--- src/rtl/pl_hazard_scheduler.sv ---
// pl_hazard_scheduler: stall, flush and forwarding control for a 5-stage F/D/E/M/W pipeline.
// Keeps a shadow of the E/M/W control fields and saturating load-use / flush event counters.
module pl_hazard_scheduler #(
   parameter int CNT_W  = 16,
   parameter int REG_AW = 5
) (
   input  logic              clk,
   input  logic              rst_n,
   input  logic              valid_D,
   input  logic [REG_AW-1:0] rs1_D,
   input  logic [REG_AW-1:0] rs2_D,
   input  logic [REG_AW-1:0] rd_D,
   input  logic              use_rs1_D,
   input  logic              use_rs2_D,
   input  logic              RegWrite_D,
   input  logic [1:0]        ResultSrc_D,
   input  logic              PCSrc_E,
   input  logic              mem_busy,
   output logic              StallF,
   output logic              StallD,
   output logic              StallE,
   output logic              StallM,
   output logic              FlushD,
   output logic              FlushE,
   output logic [1:0]        ForwardAE,
   output logic [1:0]        ForwardBE,
   output logic [CNT_W-1:0]  stall_cnt,
   output logic [CNT_W-1:0]  flush_cnt
);

   localparam logic [1:0]        RES_LOAD = 2'b01;
   localparam logic [1:0]        FWD_RF   = 2'b00;
   localparam logic [1:0]        FWD_W    = 2'b01;
   localparam logic [1:0]        FWD_M    = 2'b10;
   localparam logic [REG_AW-1:0] REG_X0   = {REG_AW{1'b0}};
   localparam logic [CNT_W-1:0]  CNT_ZERO = {CNT_W{1'b0}};
   localparam logic [CNT_W-1:0]  CNT_MAX  = {CNT_W{1'b1}};
   localparam logic [CNT_W-1:0]  CNT_ONE  = CNT_ZERO + 1'b1;

   // A stage only counts as a producer of r when it really writes a non-x0 register
   function automatic logic writes_reg(input logic              vld,
                                       input logic              wr,
                                       input logic [REG_AW-1:0] rd,
                                       input logic [REG_AW-1:0] r);
      return vld & wr & (rd != REG_X0) & (rd == r);
   endfunction

   function automatic logic [CNT_W-1:0] sat_inc(input logic [CNT_W-1:0] v);
      return (v == CNT_MAX) ? v : v + CNT_ONE;
   endfunction

   logic              e_valid_r, e_regwrite_r, e_is_load_r;
   logic [REG_AW-1:0] e_rd_r, e_rs1_r, e_rs2_r;
   logic              m_valid_r, m_regwrite_r;
   logic [REG_AW-1:0] m_rd_r;
   logic              w_valid_r, w_regwrite_r;
   logic [REG_AW-1:0] w_rd_r;
   logic [CNT_W-1:0]  stall_cnt_r, flush_cnt_r;

   logic       load_use_s;
   logic       stall_f_s, stall_d_s, stall_e_s, stall_m_s;
   logic       flush_d_s, flush_e_s;
   logic       stall_evt_s, flush_evt_s;
   logic [1:0] fwd_a_s, fwd_b_s;

   assign load_use_s = e_is_load_r & writes_reg(e_valid_r, e_regwrite_r, e_rd_r, e_rd_r) & valid_D &
                       ((use_rs1_D & (rs1_D == e_rd_r)) | (use_rs2_D & (rs2_D == e_rd_r)));

   // Hazard priority: memory freeze, then control-flow flush, then load-use bubble
   always_comb begin
      stall_f_s   = 1'b0;
      stall_d_s   = 1'b0;
      stall_e_s   = 1'b0;
      stall_m_s   = 1'b0;
      flush_d_s   = 1'b0;
      flush_e_s   = 1'b0;
      stall_evt_s = 1'b0;
      flush_evt_s = 1'b0;
      if (!rst_n) begin
         stall_f_s = 1'b0;
      end else if (mem_busy) begin
         stall_f_s = 1'b1;
         stall_d_s = 1'b1;
         stall_e_s = 1'b1;
         stall_m_s = 1'b1;
      end else if (PCSrc_E) begin
         flush_d_s   = 1'b1;
         flush_e_s   = 1'b1;
         flush_evt_s = 1'b1;
      end else if (load_use_s) begin
         stall_f_s   = 1'b1;
         stall_d_s   = 1'b1;
         flush_e_s   = 1'b1;
         stall_evt_s = 1'b1;
      end else begin
         stall_f_s = 1'b0;
      end
   end

   // Operand bypass for the instruction in E; M carries the newer value so it wins over W
   always_comb begin
      fwd_a_s = FWD_RF;
      fwd_b_s = FWD_RF;
      if (!rst_n || !e_valid_r) begin
         fwd_a_s = FWD_RF;
         fwd_b_s = FWD_RF;
      end else begin
         if (writes_reg(m_valid_r, m_regwrite_r, m_rd_r, e_rs1_r)) begin
            fwd_a_s = FWD_M;
         end else if (writes_reg(w_valid_r, w_regwrite_r, w_rd_r, e_rs1_r)) begin
            fwd_a_s = FWD_W;
         end else begin
            fwd_a_s = FWD_RF;
         end
         if (writes_reg(m_valid_r, m_regwrite_r, m_rd_r, e_rs2_r)) begin
            fwd_b_s = FWD_M;
         end else if (writes_reg(w_valid_r, w_regwrite_r, w_rd_r, e_rs2_r)) begin
            fwd_b_s = FWD_W;
         end else begin
            fwd_b_s = FWD_RF;
         end
      end
   end

   // Shadow pipeline advance; frozen entirely while data memory is busy
   always_ff @(posedge clk or negedge rst_n) begin
      if (!rst_n) begin
         e_valid_r    <= 1'b0;
         e_regwrite_r <= 1'b0;
         e_is_load_r  <= 1'b0;
         e_rd_r       <= REG_X0;
         e_rs1_r      <= REG_X0;
         e_rs2_r      <= REG_X0;
         m_valid_r    <= 1'b0;
         m_regwrite_r <= 1'b0;
         m_rd_r       <= REG_X0;
         w_valid_r    <= 1'b0;
         w_regwrite_r <= 1'b0;
         w_rd_r       <= REG_X0;
      end else if (!mem_busy) begin
         w_valid_r    <= m_valid_r;
         w_regwrite_r <= m_regwrite_r;
         w_rd_r       <= m_rd_r;
         m_valid_r    <= e_valid_r;
         m_regwrite_r <= e_regwrite_r;
         m_rd_r       <= e_rd_r;
         if (flush_e_s) begin
            e_valid_r    <= 1'b0;
            e_regwrite_r <= 1'b0;
            e_is_load_r  <= 1'b0;
            e_rd_r       <= REG_X0;
            e_rs1_r      <= REG_X0;
            e_rs2_r      <= REG_X0;
         end else begin
            e_valid_r    <= valid_D;
            e_regwrite_r <= RegWrite_D;
            e_is_load_r  <= (ResultSrc_D == RES_LOAD);
            e_rd_r       <= rd_D;
            e_rs1_r      <= rs1_D;
            e_rs2_r      <= rs2_D;
         end
      end
   end

   // Saturating event counters; the event flags are already masked by mem_busy
   always_ff @(posedge clk or negedge rst_n) begin
      if (!rst_n) begin
         stall_cnt_r <= CNT_ZERO;
         flush_cnt_r <= CNT_ZERO;
      end else begin
         if (stall_evt_s) begin
            stall_cnt_r <= sat_inc(stall_cnt_r);
         end
         if (flush_evt_s) begin
            flush_cnt_r <= sat_inc(flush_cnt_r);
         end
      end
   end

   assign StallF    = stall_f_s;
   assign StallD    = stall_d_s;
   assign StallE    = stall_e_s;
   assign StallM    = stall_m_s;
   assign FlushD    = flush_d_s;
   assign FlushE    = flush_e_s;
   assign ForwardAE = fwd_a_s;
   assign ForwardBE = fwd_b_s;
   assign stall_cnt = stall_cnt_r;
   assign flush_cnt = flush_cnt_r;

endmodule

--- config.mk ---
export PLATFORM = sky130hd
export DESIGN_NAME = pl_hazard_scheduler
export DESIGN_NICKNAME = d
export VERILOG_FILES = /design/src/rtl/pl_hazard_scheduler.sv
export SDC_FILE = /design/constraint.sdc
export NUM_CORES = 1
export LEC_CHECK = 0
export BUFFER_PORTS_ARGS = -buffer_cell sky130_fd_sc_hd__buf_2
export CAP_MARGIN = 20
export CORE_MARGIN = 1.5
export CORE_UTILIZATION = 59
export CTS_CLUSTER_DIAMETER = 100
export DETAILED_ROUTE_END_ITERATION = 12
export GPL_ROUTABILITY_DRIVEN = 0
export PLACE_DENSITY = 0.84
export SYNTH_ARGS = -nofsm -noshare
export SYNTH_HDL_FRONTEND = slang
export SYNTH_SLANG_ARGS = --single-unit
--- constraint.sdc ---
create_clock -name clk -period 4.4 [get_ports clk]
set_input_delay 0.88 -clock clk [delete_from_list [all_inputs] [get_ports clk]]
set_output_delay 0.88 -clock clk [all_outputs]
set_load 0.01 [all_outputs]
==> results of run 1 <==
## cells by family (layout without fill, tap and decap cells)
family	after synthesis	in the layout	share of synthesized area (%)
xor gates and xnor gates	59	59	15.26
buffers and inverters	17	93	2.328
muxes	17	17	5.654
adders and majority gates	2	2	0.7390
AOI/OAI and AO/OA	47	47	12.05
and+or+nand+nor	102	102	16.67
DFF	64	64	47.30
## metrics by stage
stage / utilization, % / power (mW)
4_1_cts: 71.98 / 1.480
3_3_place_gp: 68.58 / 0.9895
5_1_grt: 72.19 / 1.547
3_5_place_dp: 68.58 / 1.000
2_1_floorplan: - / 0.9024
6_report: 72.19 / 1.473
## state kept, by name, summed over array words and instances (netlist names), 5 cells and up
register	count
e_rs1_r	5
e_rs2_r	5
stall_cnt	16
w_rd_r	5
flush_cnt	16
e_rd_r	5
m_rd_r	5
## critical path, cell delays in order, from the launching register on
cell      delay, ns
dfrtp_1        0.46
or4_1          0.56
o211ai_1       0.33
nor4_1         0.13
nand3_1        0.12
nor3b_1        0.18
buf_2          0.16
## worst max path at each step
| stage | start | end | slack (ns) |
|---|---|---|---|
| floorplan | rs1_D[1] | FlushE | 1.35 |
| global placement | rs1_D[1] | StallD | 1.37 |
| CTS | m_rd_r[1] | ForwardAE[0] | 1.29 |
| detailed placement | rs1_D[1] | StallD | 1.34 |
| finish | m_rd_r[1] | ForwardAE[0] | 1.27 |
| global route | m_rd_r[1] | ForwardAE[0] | 1.15 |
## routing by layer
metal  vias up  global-route usage (%)  wire length [um]
met5         -                       0                 0
met4         0                   9.464                97
met2        91                   38.36              3409
li1       1250                       -                 -
met3        10                   3.678               332
met1      1256                   37.32              3468
## power by group
group          internal (mW)  leakage (nW)  switching (mW)
registers              0.651         0.829          0.0885
logic                  0.138         0.982           0.118
clock network          0.259        0.0920           0.220
total                   1.05          1.90           0.426
## layout by cell type (no fill, tap or decap), types with 4 or more instances in the layout
cell type	synthesis	final
buf_2	0	66
nor3_1	12	12
nand3_1	22	22
nor4_1	5	5
xnor2_1	40	40
mux2_2	17	17
clkbuf_8	0	9
nand4_1	11	11
and4_1	4	4
a21o_1	10	10
inv_1	6	6
a22o_1	16	16
nand2_1	16	16
nor3b_1	5	5
nor2_1	11	11
xor2_1	19	19
a21o_2	7	7
dfrtp_1	64	64
## layout make-up
| type | count | area, um2 |
|---|---|---|
| well taps | 72 | 90.09 |
| multi-input cells | 227 | 1705 |
| clock inverters | 6 | 60.06 |
| repair buffers | 70 | 364.1 |
| flip-flops and latches | 64 | 1602 |
| clock buffers | 10 | 127.6 |
| fillers | 411 | 1531 |
| inverters | 7 | 26.28 |
==> out/results.ini, run 1 <==
[timing]
setup_ws_ns = 1.273
min_period_ns = 3.127
finalMaxSlewViolations = 0
setup_violations = 0
timing.setup.tns_ns = 0
hold_viol = 0
worstMarginPinSlew_ns = 0.8234
clock_skew_ns = 0.01275
grt_setup_unrepaired = no
slew_headroom_pct = 44.93
period_share_pct = 71.06
max_freq_mhz = 319.8
hold_ws_ns = 0.4965

[pwr]
p_leak_nw = 1.903
power_density_mw_per_mm2 = 370.6
peakVddDrop_v = 0.0003179

[critical_path]
worstRegToRegCells = 5
criticalPathCategory = reg2out
required_ns = 3.52
timing.rr.start = e_rd_r[1]
r2r-end = e_rs1_r[0]
r2r_slack_ns = 2.06
cp.arrival_ns = 2.25
cp_max_fo = 5
start_kind = register
worstSetupEndpointType = output pin

[yosys]
syn_inst = 308
yosysSeqAreaShare_pct = 47.30
synth_top_area_share_pct = 47.30
synth_seq_cells = 64
synth_area_leader_cell = dfrtp_1
synth_area_leaders = dfrtp_1 47%, xnor2_1 10%, mux2_2 5.7%
synth_edf_count = 0
async_reset_ff_share_pct = 100.0
synth_cell_type_count = 43
syn_nets = 335
yosysMostFrequentCell = dfrtp_1
yosys_warnings = 0
synth.avg_cell_area_um2 = 10.99
synth_ff_type = dfrtp_1
netlist_top_cells_count = 64 x dfrtp_1, 40 x xnor2_1, 22 x nand3_1, 19 x xor2_1, 17 x mux2_2
syn_area_mm2 = 0.003386

[global_routing]
grt-ovfl-total = 0
grt_pass1_wl_um = 12210
grt_max_degree = 44
grt_usage_pct = 25.42
antenna_found_initial = 0
grt_pass1_vias = 2450

[clock_tree]
post_cts_buffers = 0
cts_tree = built
cts_sinks = 64
path_clk_slew_ns = 0.07
root_buffer = clkbuf_8
insertion_delay_ns = 0.33
clockBufferDepth = 2
htree_levels = 3
cts_buffers = 9
hold_buffers = 0
cts_resized = 0

[final_layout]
final_net_count = 406
stdcell_count = 456
area_growth_pct = 17.41
final_area_mm2 = 0.003975
antenna_cells = 0
final_layout_size_suffix_gt1_share_pct = 30.73

[die]
fp.dieW_um = 78.76
die_h_um = 78.76
initial_core_util_pct = 61.49
core_mm2 = 0.005507
io-pin-count = 67
dieArea_mm2 = 0.006202
placementRows = 27

[min_path]
min_from = flush_cnt[15]
whs_path_depth = 1
whs_endpoint = flush_cnt[15]
min_path_type = reg2reg

[placement]
portBuffers = 66
post-place-ws_ns = 1.335
place_area_mm2 = 0.003776
dp.cells = 439
dpl.hpwl_um = 5141

[job]
drv_cap = 0

[run_status]
status = finished, final reports clean

[routing]
drt-vias-per-instance = 5.717
routed_wirelength_um = 7308
first_pass_iters = 5
via_count = 2607
drt-initial-drc-count = 305
wl_per_cell_um = 16.03
final_antenna_net_count = 0
drc = 0

Note: power is estimated with default switching activity, not from simulation.
==> run 2, diff against run 1 <==
--- a/config.mk
+++ b/config.mk
@@ -8,11 +8,11 @@
 export BUFFER_PORTS_ARGS = -buffer_cell sky130_fd_sc_hd__buf_2
 export CAP_MARGIN = 20
 export CORE_MARGIN = 1.5
-export CORE_UTILIZATION = 59
+export CORE_UTILIZATION = 55
 export CTS_CLUSTER_DIAMETER = 100
 export DETAILED_ROUTE_END_ITERATION = 12
 export GPL_ROUTABILITY_DRIVEN = 0
-export PLACE_DENSITY = 0.84
+export PLACE_DENSITY = 0.79
 export SYNTH_ARGS = -nofsm -noshare
 export SYNTH_HDL_FRONTEND = slang
 export SYNTH_SLANG_ARGS = --single-unit
==> constraint.sdc (replaced) <==
create_clock -name clk -period 3.02 [get_ports clk]
set_input_delay 0.604 -clock clk [delete_from_list [all_inputs] [get_ports clk]]
set_output_delay 0.604 -clock clk [all_outputs]
set_load 0.01 [all_outputs]
==> out/results.ini, run 2 (synthesized netlist as in run 1, its figures left out) <==
[run_status]
status = finished, final reports clean  ; unchanged

[final_layout]
stdcell_count = 460  ; was 456
area_growth_pct = 17.81  ; was 17.41%
layout_common_cells = 66 x buf_2, 64 x dfrtp_1, 40 x xnor2_1  ; unchanged
final_layout_size_suffix_gt1_share_pct = 30.91  ; was 30.73%
final_area_mm2 = 0.003989  ; was 0.003975 mm2
antenna_cells = 0  ; unchanged
mostFrequentLayoutCell = buf_2  ; unchanged
final_net_count = 408  ; was 406

[routing]
via_count = 2649  ; was 2,607
wl_per_cell_um = 16.12  ; was 16.03 um
drc = 0  ; unchanged
drt-vias-per-instance = 5.759  ; was 5.717
first_pass_iters = 4  ; was 5
drt-initial-drc-count = 112  ; was 305
routed_wirelength_um = 7417  ; was 7308 um
final_antenna_net_count = 0  ; unchanged

[timing]
max_freq_mhz = 369.6
min_period_ns = 2.706
worstMarginPinSlew_ns = 0.7847  ; was 0.8234 ns
period_share_pct = 89.59
setup_violations = 0  ; unchanged
finalMaxSlewViolations = 0  ; unchanged
timing.setup.tns_ns = 0  ; unchanged
hold_viol = 0  ; unchanged
slew_headroom_pct = 47.52  ; was 44.93%
grt_setup_unrepaired = no  ; unchanged
clock_skew_ns = 0.007759  ; was 0.01275 ns

[global_routing]
grt_max_degree = 35  ; was 44
grt_pass1_wl_um = 11980  ; was 12,210 um
grt_usage_pct = 24.23  ; was 25.42%
grt_pass1_vias = 2447  ; was 2,450
grt-ovfl-total = 0  ; unchanged
antenna_found_initial = 0  ; unchanged

[clock_tree]
cts_tree = built  ; unchanged
htree_levels = 3  ; unchanged
root_buffer = clkbuf_8  ; unchanged
clockBufferDepth = 2  ; unchanged
cts_buffers = 9  ; unchanged
cts_sinks = 64  ; unchanged
insertion_delay_ns = 0.34  ; was 0.33 ns
post_cts_buffers = 0  ; unchanged
hold_buffers = 0  ; unchanged
cts_resized = 0  ; unchanged
path_clk_slew_ns = 0.07  ; about the same

[pwr]
power_density_mw_per_mm2 = 539.4  ; was 370.6 mW/mm2
peakVddDrop_v = 0.0003892  ; was 0.0003179 V
p_seq_share_pct = 50.2  ; about the same
power.internal_mw = 1.546  ; was 1.047 mW
switching_share_pct = 28.17  ; was 28.93%
pwr-share-comb_pct = 17.3  ; was 17.4%
p_sw_mw = 0.6061  ; was 0.4262 mW
clkPwrFrac_pct = 32.5  ; about the same
p_leak_nw = 1.918  ; was 1.903 nW
totalPowerFinal_mw = 2.152  ; was 1.473 mW

[critical_path]
path_cells = or4_1 -> o211ai_1 -> nor4_1 -> nand3_1 -> nor3b_1 -> buf_2  ; unchanged
cp_slowest_stage_delay_ns = 0.53  ; was 0.56 ns
start_kind = register  ; unchanged
crit_buf_inv = 1  ; unchanged
criticalPathCategory = reg2out  ; unchanged
crit_slowest_cell = or4_1  ; unchanged
cp_max_fo = 5  ; unchanged
required_ns = 2.42  ; was 3.52 ns
cp.arrival_ns = 2.10  ; was 2.25 ns
crit_family = simple AND/OR/NAND/NOR gates  ; unchanged
worstSetupEndpointType = output pin  ; unchanged

[die]
core_mm2 = 0.005921  ; was 0.005507 mm2
io-pin-count = 67  ; unchanged
die_h_um = 81.46  ; was 78.76 um
initial_core_util_pct = 57.19  ; was 61.49%
fp.dieW_um = 81.46  ; was 78.76 um
placementRows = 28  ; was 27
dieArea_mm2 = 0.006636  ; was 0.006202 mm2

[placement]
portBuffers = 66  ; unchanged
dp.cells = 444  ; was 439
dpl.hpwl_um = 5265  ; was 5141 um
place_area_mm2 = 0.003795  ; was 0.003776 mm2

[job]
drv_cap = 0  ; unchanged

[min_path]
min_path_type = in2async  ; was reg2reg

run 2: layout make-up:
| class | count | area, um2 |
|---|---|---|
| Clock buffer | 11 | 141.4 |
| Clock inverter | 4 | 45.04 |
| Fill cell | 479 | 1932 |
| Inverter | 7 | 26.28 |
| Multi-Input combinational cell | 227 | 1705 |
| Sequential cell | 64 | 1602 |
| Tap cell | 75 | 93.84 |
| Timing Repair Buffer | 72 | 375.4 |
run 2: power by group through the flow:
| stage | Clock, mW | Sequential [mW] | Combinational, mW |
|---|---|---|---|
| after CTS | 0.710 | 1.08 | 0.374 |
| after detailed placement | 0 | 1.09 | 0.371 |
| final | 0.700 | 1.08 | 0.372 |
| after global placement | 0 | 1.09 | 0.357 |
| after global routing | 0.746 | 1.09 | 0.412 |
| after floorplan | 0 | 1.07 | 0.244 |
run 2: path summary, 6_finish.rpt:
path / end / cells past startpoint / start / slack [ns]
worst max register to register: e_is_load_r / 5 / e_rd_r[1] / 0.72
worst min register to register: flush_cnt[15] / 1 / flush_cnt[15] / 0.49
worst min-delay path: e_rd_r[3] / 1 / rst_n / 0.16
min in group clk: e_rd_r[3] / 2 / rd_D[3] / 0.47
worst max-delay path: ForwardAE[0] / 6 / m_rd_r[1] / 0.31
max in group asynchronous: stall_cnt[15] / 2 / rst_n / 2.10
run 2: layer usage:
metal	GRT usage (%)	up-vias	part of all wire (%)
li1	-	1254	-
met1	33.98	1311	45
met2	36.69	73	48
met3	5.111	11	5.2
met4	9.655	0	1.6
met5	0	-	0
run 2: per-stage QoR:
step / util [%] / hold slack, ns / setup WS (ns)
2_1_floorplan: - / 0.3084 / 0.5186
3_3_place_gp: 64.10 / 0.4711 / 0.5987
3_5_place_dp: 64.10 / 0.4903 / 0.6099
4_1_cts: 67.24 / 0.1603 / 0.3090
5_1_grt: 67.37 / 0.1715 / 0.1973
6_report: 67.37 / 0.1611 / 0.3145
==> run 3, diff against run 2 <==
--- a/config.mk
+++ b/config.mk
@@ -5,14 +5,16 @@
 export SDC_FILE = /design/constraint.sdc
 export NUM_CORES = 1
 export LEC_CHECK = 0
+export ABC_AREA = 1
 export BUFFER_PORTS_ARGS = -buffer_cell sky130_fd_sc_hd__buf_2
 export CAP_MARGIN = 20
 export CORE_MARGIN = 1.5
 export CORE_UTILIZATION = 55
-export CTS_CLUSTER_DIAMETER = 100
+export CTS_CLUSTER_DIAMETER = 80
 export DETAILED_ROUTE_END_ITERATION = 12
 export GPL_ROUTABILITY_DRIVEN = 0
-export PLACE_DENSITY = 0.79
+export PLACE_DENSITY = 0.78
+export SETUP_SLACK_MARGIN = 0.5
 export SYNTH_ARGS = -nofsm -noshare
 export SYNTH_HDL_FRONTEND = slang
 export SYNTH_SLANG_ARGS = --single-unit
==> out/results.ini, run 3 <==
[routing]
routed_wirelength_um = 7914  ; was 7417 um
drt-initial-drc-count = 175  ; was 112
drt-vias-per-instance = 5.272  ; was 5.759
first_pass_iters = 5  ; was 4
wl_per_cell_um = 12.87  ; was 16.12 um
final_antenna_net_count = 0  ; unchanged
via_count = 3242  ; was 2,649
drc = 0  ; unchanged

[min_path]
whs_path_depth = 2
min_path_type = reg2reg  ; was in2async

[die]
dieArea_mm2 = 0.006867  ; was 0.006636 mm2
fp.dieW_um = 82.87  ; was 81.46 um
placementRows = 28  ; unchanged
initial_core_util_pct = 58.22  ; was 57.19%
io-pin-count = 67  ; unchanged
core_mm2 = 0.006026  ; was 0.005921 mm2
die_h_um = 82.87  ; was 81.46 um

[global_routing]
grt_pass1_wl_um = 13390  ; was 11,980 um
grt_usage_pct = 23.95  ; was 24.23%
antenna_found_initial = 0  ; unchanged
grt_max_degree = 65  ; was 35
grt_pass1_vias = 2997  ; was 2,447
grt-ovfl-total = 0  ; unchanged

[final_layout]
final_net_count = 562  ; was 408
layout_common_cells = 156 x nand2_1, 66 x buf_2, 64 x dfrtp_1  ; was 66 x buf_2, 64 x dfrtp_1, 40 x xnor2_1
area_growth_pct = 16.44  ; was 17.81%
final_layout_size_suffix_gt1_share_pct = 19.44  ; was 30.91%
mostFrequentLayoutCell = nand2_1  ; was buf_2
antenna_cells = 0  ; unchanged

[clock_tree]
cts_sinks = 64  ; unchanged
path_clk_slew_ns = 0.07  ; about the same
cts_buffers = 9  ; unchanged
post_cts_buffers = 0  ; unchanged
insertion_delay_ns = 0.33  ; was 0.34 ns
cts_tree = built  ; unchanged
root_buffer = clkbuf_8  ; unchanged
htree_levels = 3  ; unchanged
clockBufferDepth = 2  ; unchanged
hold_buffers = 0  ; unchanged

[job]
drv_cap = 0  ; unchanged

[placement]
dpl.hpwl_um = 5826  ; was 5265 um
post-place-ws_ns = 0.8564  ; was 0.6099 ns
portBuffers = 66  ; unchanged

[critical_path]
start_kind = register  ; unchanged
required_ns = 2.42  ; about the same
criticalPathCategory = reg2out  ; unchanged
worstSetupEndpointType = output pin  ; unchanged
worstRegToRegCells = 9  ; was 5
cp_max_fo = 3  ; was 5
cp.arrival_ns = 1.77  ; was 2.10 ns

[yosys]
async_reset_ff_share_pct = 100.0  ; unchanged
synth_seq_cells = 64  ; unchanged
syn_area_mm2 = 0.003508  ; was 0.003386 mm2
synth_edf_count = 0  ; unchanged
synth_area_leader_cell = dfrtp_1  ; unchanged
yosysMostFrequentCell = nand2_1  ; was dfrtp_1
yosys_warnings = 0  ; unchanged
syn_nets = 492  ; was 335
yosysSeqAreaShare_pct = 45.65  ; was 47.30%
syn_inst = 465  ; was 308
synth_ff_type = dfrtp_1  ; unchanged
synth_top_area_share_pct = 45.65  ; was 47.30%
synth_area_leaders = dfrtp_1 46%, nand2_1 17%, nor2_1 5.0%  ; was dfrtp_1 47%, xnor2_1 10%, mux2_2 5.7%
synth_cell_type_count = 29  ; was 43
netlist_top_cells_count = 156 x nand2_1, 64 x dfrtp_1, 47 x nor2_1, 45 x inv_1  ; was 64 x dfrtp_1, 40 x xnor2_1, 22 x nand3_1, 19 x xor2_1, 17 x mux2_2
synth.avg_cell_area_um2 = 7.545  ; was 10.99 um2

[pwr]
peakVddDrop_v = 0.0004060  ; was 0.0003892 V
power_density_mw_per_mm2 = 493.6  ; was 539.4 mW/mm2
p_leak_nw = 2.162  ; was 1.918 nW

[run_status]
status = finished, final reports clean  ; unchanged

[timing]
clock_skew_ns = 0.01008  ; was 0.007759 ns
worstMarginPinSlew_ns = 0.7976  ; was 0.7847 ns
hold_viol = 0  ; unchanged
slew_headroom_pct = 46.83  ; was 47.52%
setup_ws_ns = 0.6484  ; was 0.3145 ns
timing.setup.tns_ns = 0  ; unchanged
min_period_ns = 2.372  ; was 2.706 ns
setup_violations = 0  ; unchanged
finalMaxSlewViolations = 0  ; unchanged
period_share_pct = 78.53  ; was 89.59%
grt_setup_unrepaired = no  ; unchanged
max_freq_mhz = 421.7  ; was 369.6 MHz

-- run 3: changes by cell type after synthesis, sizes merged, moves of 13 or more --
cell   change
a21o      -17
nor2      +38
nand2    +144
o22ai     +13
a22o      -17
inv       +46
mux2      -17
xnor2     -29
o21ai     +23
-- run 3: final timing paths --
path                           endpoint         start  slack [ns]
max                        ForwardAE[1]    e_rs1_r[2]        0.65
min                           w_valid_r     w_valid_r        0.48
max reg2reg                stall_cnt[6]  stall_cnt[0]        1.24
min reg2reg                   w_valid_r     w_valid_r        0.48
max in group asynchronous     e_rd_r[4]         rst_n        2.00
min in group asynchronous     w_rd_r[1]         rst_n        0.50
-- run 3: timing repair --
| item | CTS | global route |
|---|---|---|
| setup endpoints to repair | 0 | 1 |
| hold endpoints to repair | 0 | 0 |
| resized for setup | 0 | 1 |
-- run 3: through the flow --
stage | hold slack, ns | power [mW] | util [%] | cells | area [um2]
final | 0.4781 | 2.016 | 67.79 | 615 | 4085
after global routing | 0.5227 | 2.115 | 67.79 | 615 | 4085
after CTS | 0.4795 | 2.028 | 67.69 | 615 | 4079
after detailed placement | 0.4637 | 1.352 | 64.64 | 599 | 3895
after global placement | 0.4641 | 1.343 | 64.64 | 599 | 3895
after floorplan | 0.3084 | 1.226 | - | 465 | 3508
-- run 3: cells by family (layout without fill, tap and decap cells) --
kind of cell	count (synthesis)	count (layout)	share of synthesized area (%)
compound gates	42	42	6.490
xor+xnor	26	26	6.491
fa+ha+maj	2	2	0.7132
buf+inv	66	141	7.846
flops	64	64	45.65
simple gates	265	265	32.81
-- run 3: metal layers --
metal | vias up | routed length (um) | global-route usage, %
li1 | 1621 | - | -
met1 | 1508 | 3731 | 32.22
met2 | 98 | 3688 | 39.02
met3 | 15 | 330 | 3.976
met4 | 0 | 163 | 9.091
met5 | - | 0 | 0
-- run 3: final cells by class --
class / instances / area (um2)
Inverter: 56 / 215.2
Sequential cell: 64 / 1602
Multi-Input combinational cell: 335 / 1638
Timing Repair Buffer: 69 / 352.8
Clock buffer: 13 / 168.9
Tap cell: 75 / 93.84
Clock inverter: 3 / 15.01
Fill cell: 535 / 1941
-- run 3: critical path, stage by stage, from the launching register on --
cell	delay, ns
dfrtp_1	0.45
xor2_1	0.18
nor4_1	0.48
nand2_1	0.09
nor2_1	0.10
buf_2	0.13
-- run 3: power breakdown --
group          internal (mW)  switching, mW
clock network          0.361          0.309
registers              0.933         0.0854
logic                  0.131          0.196
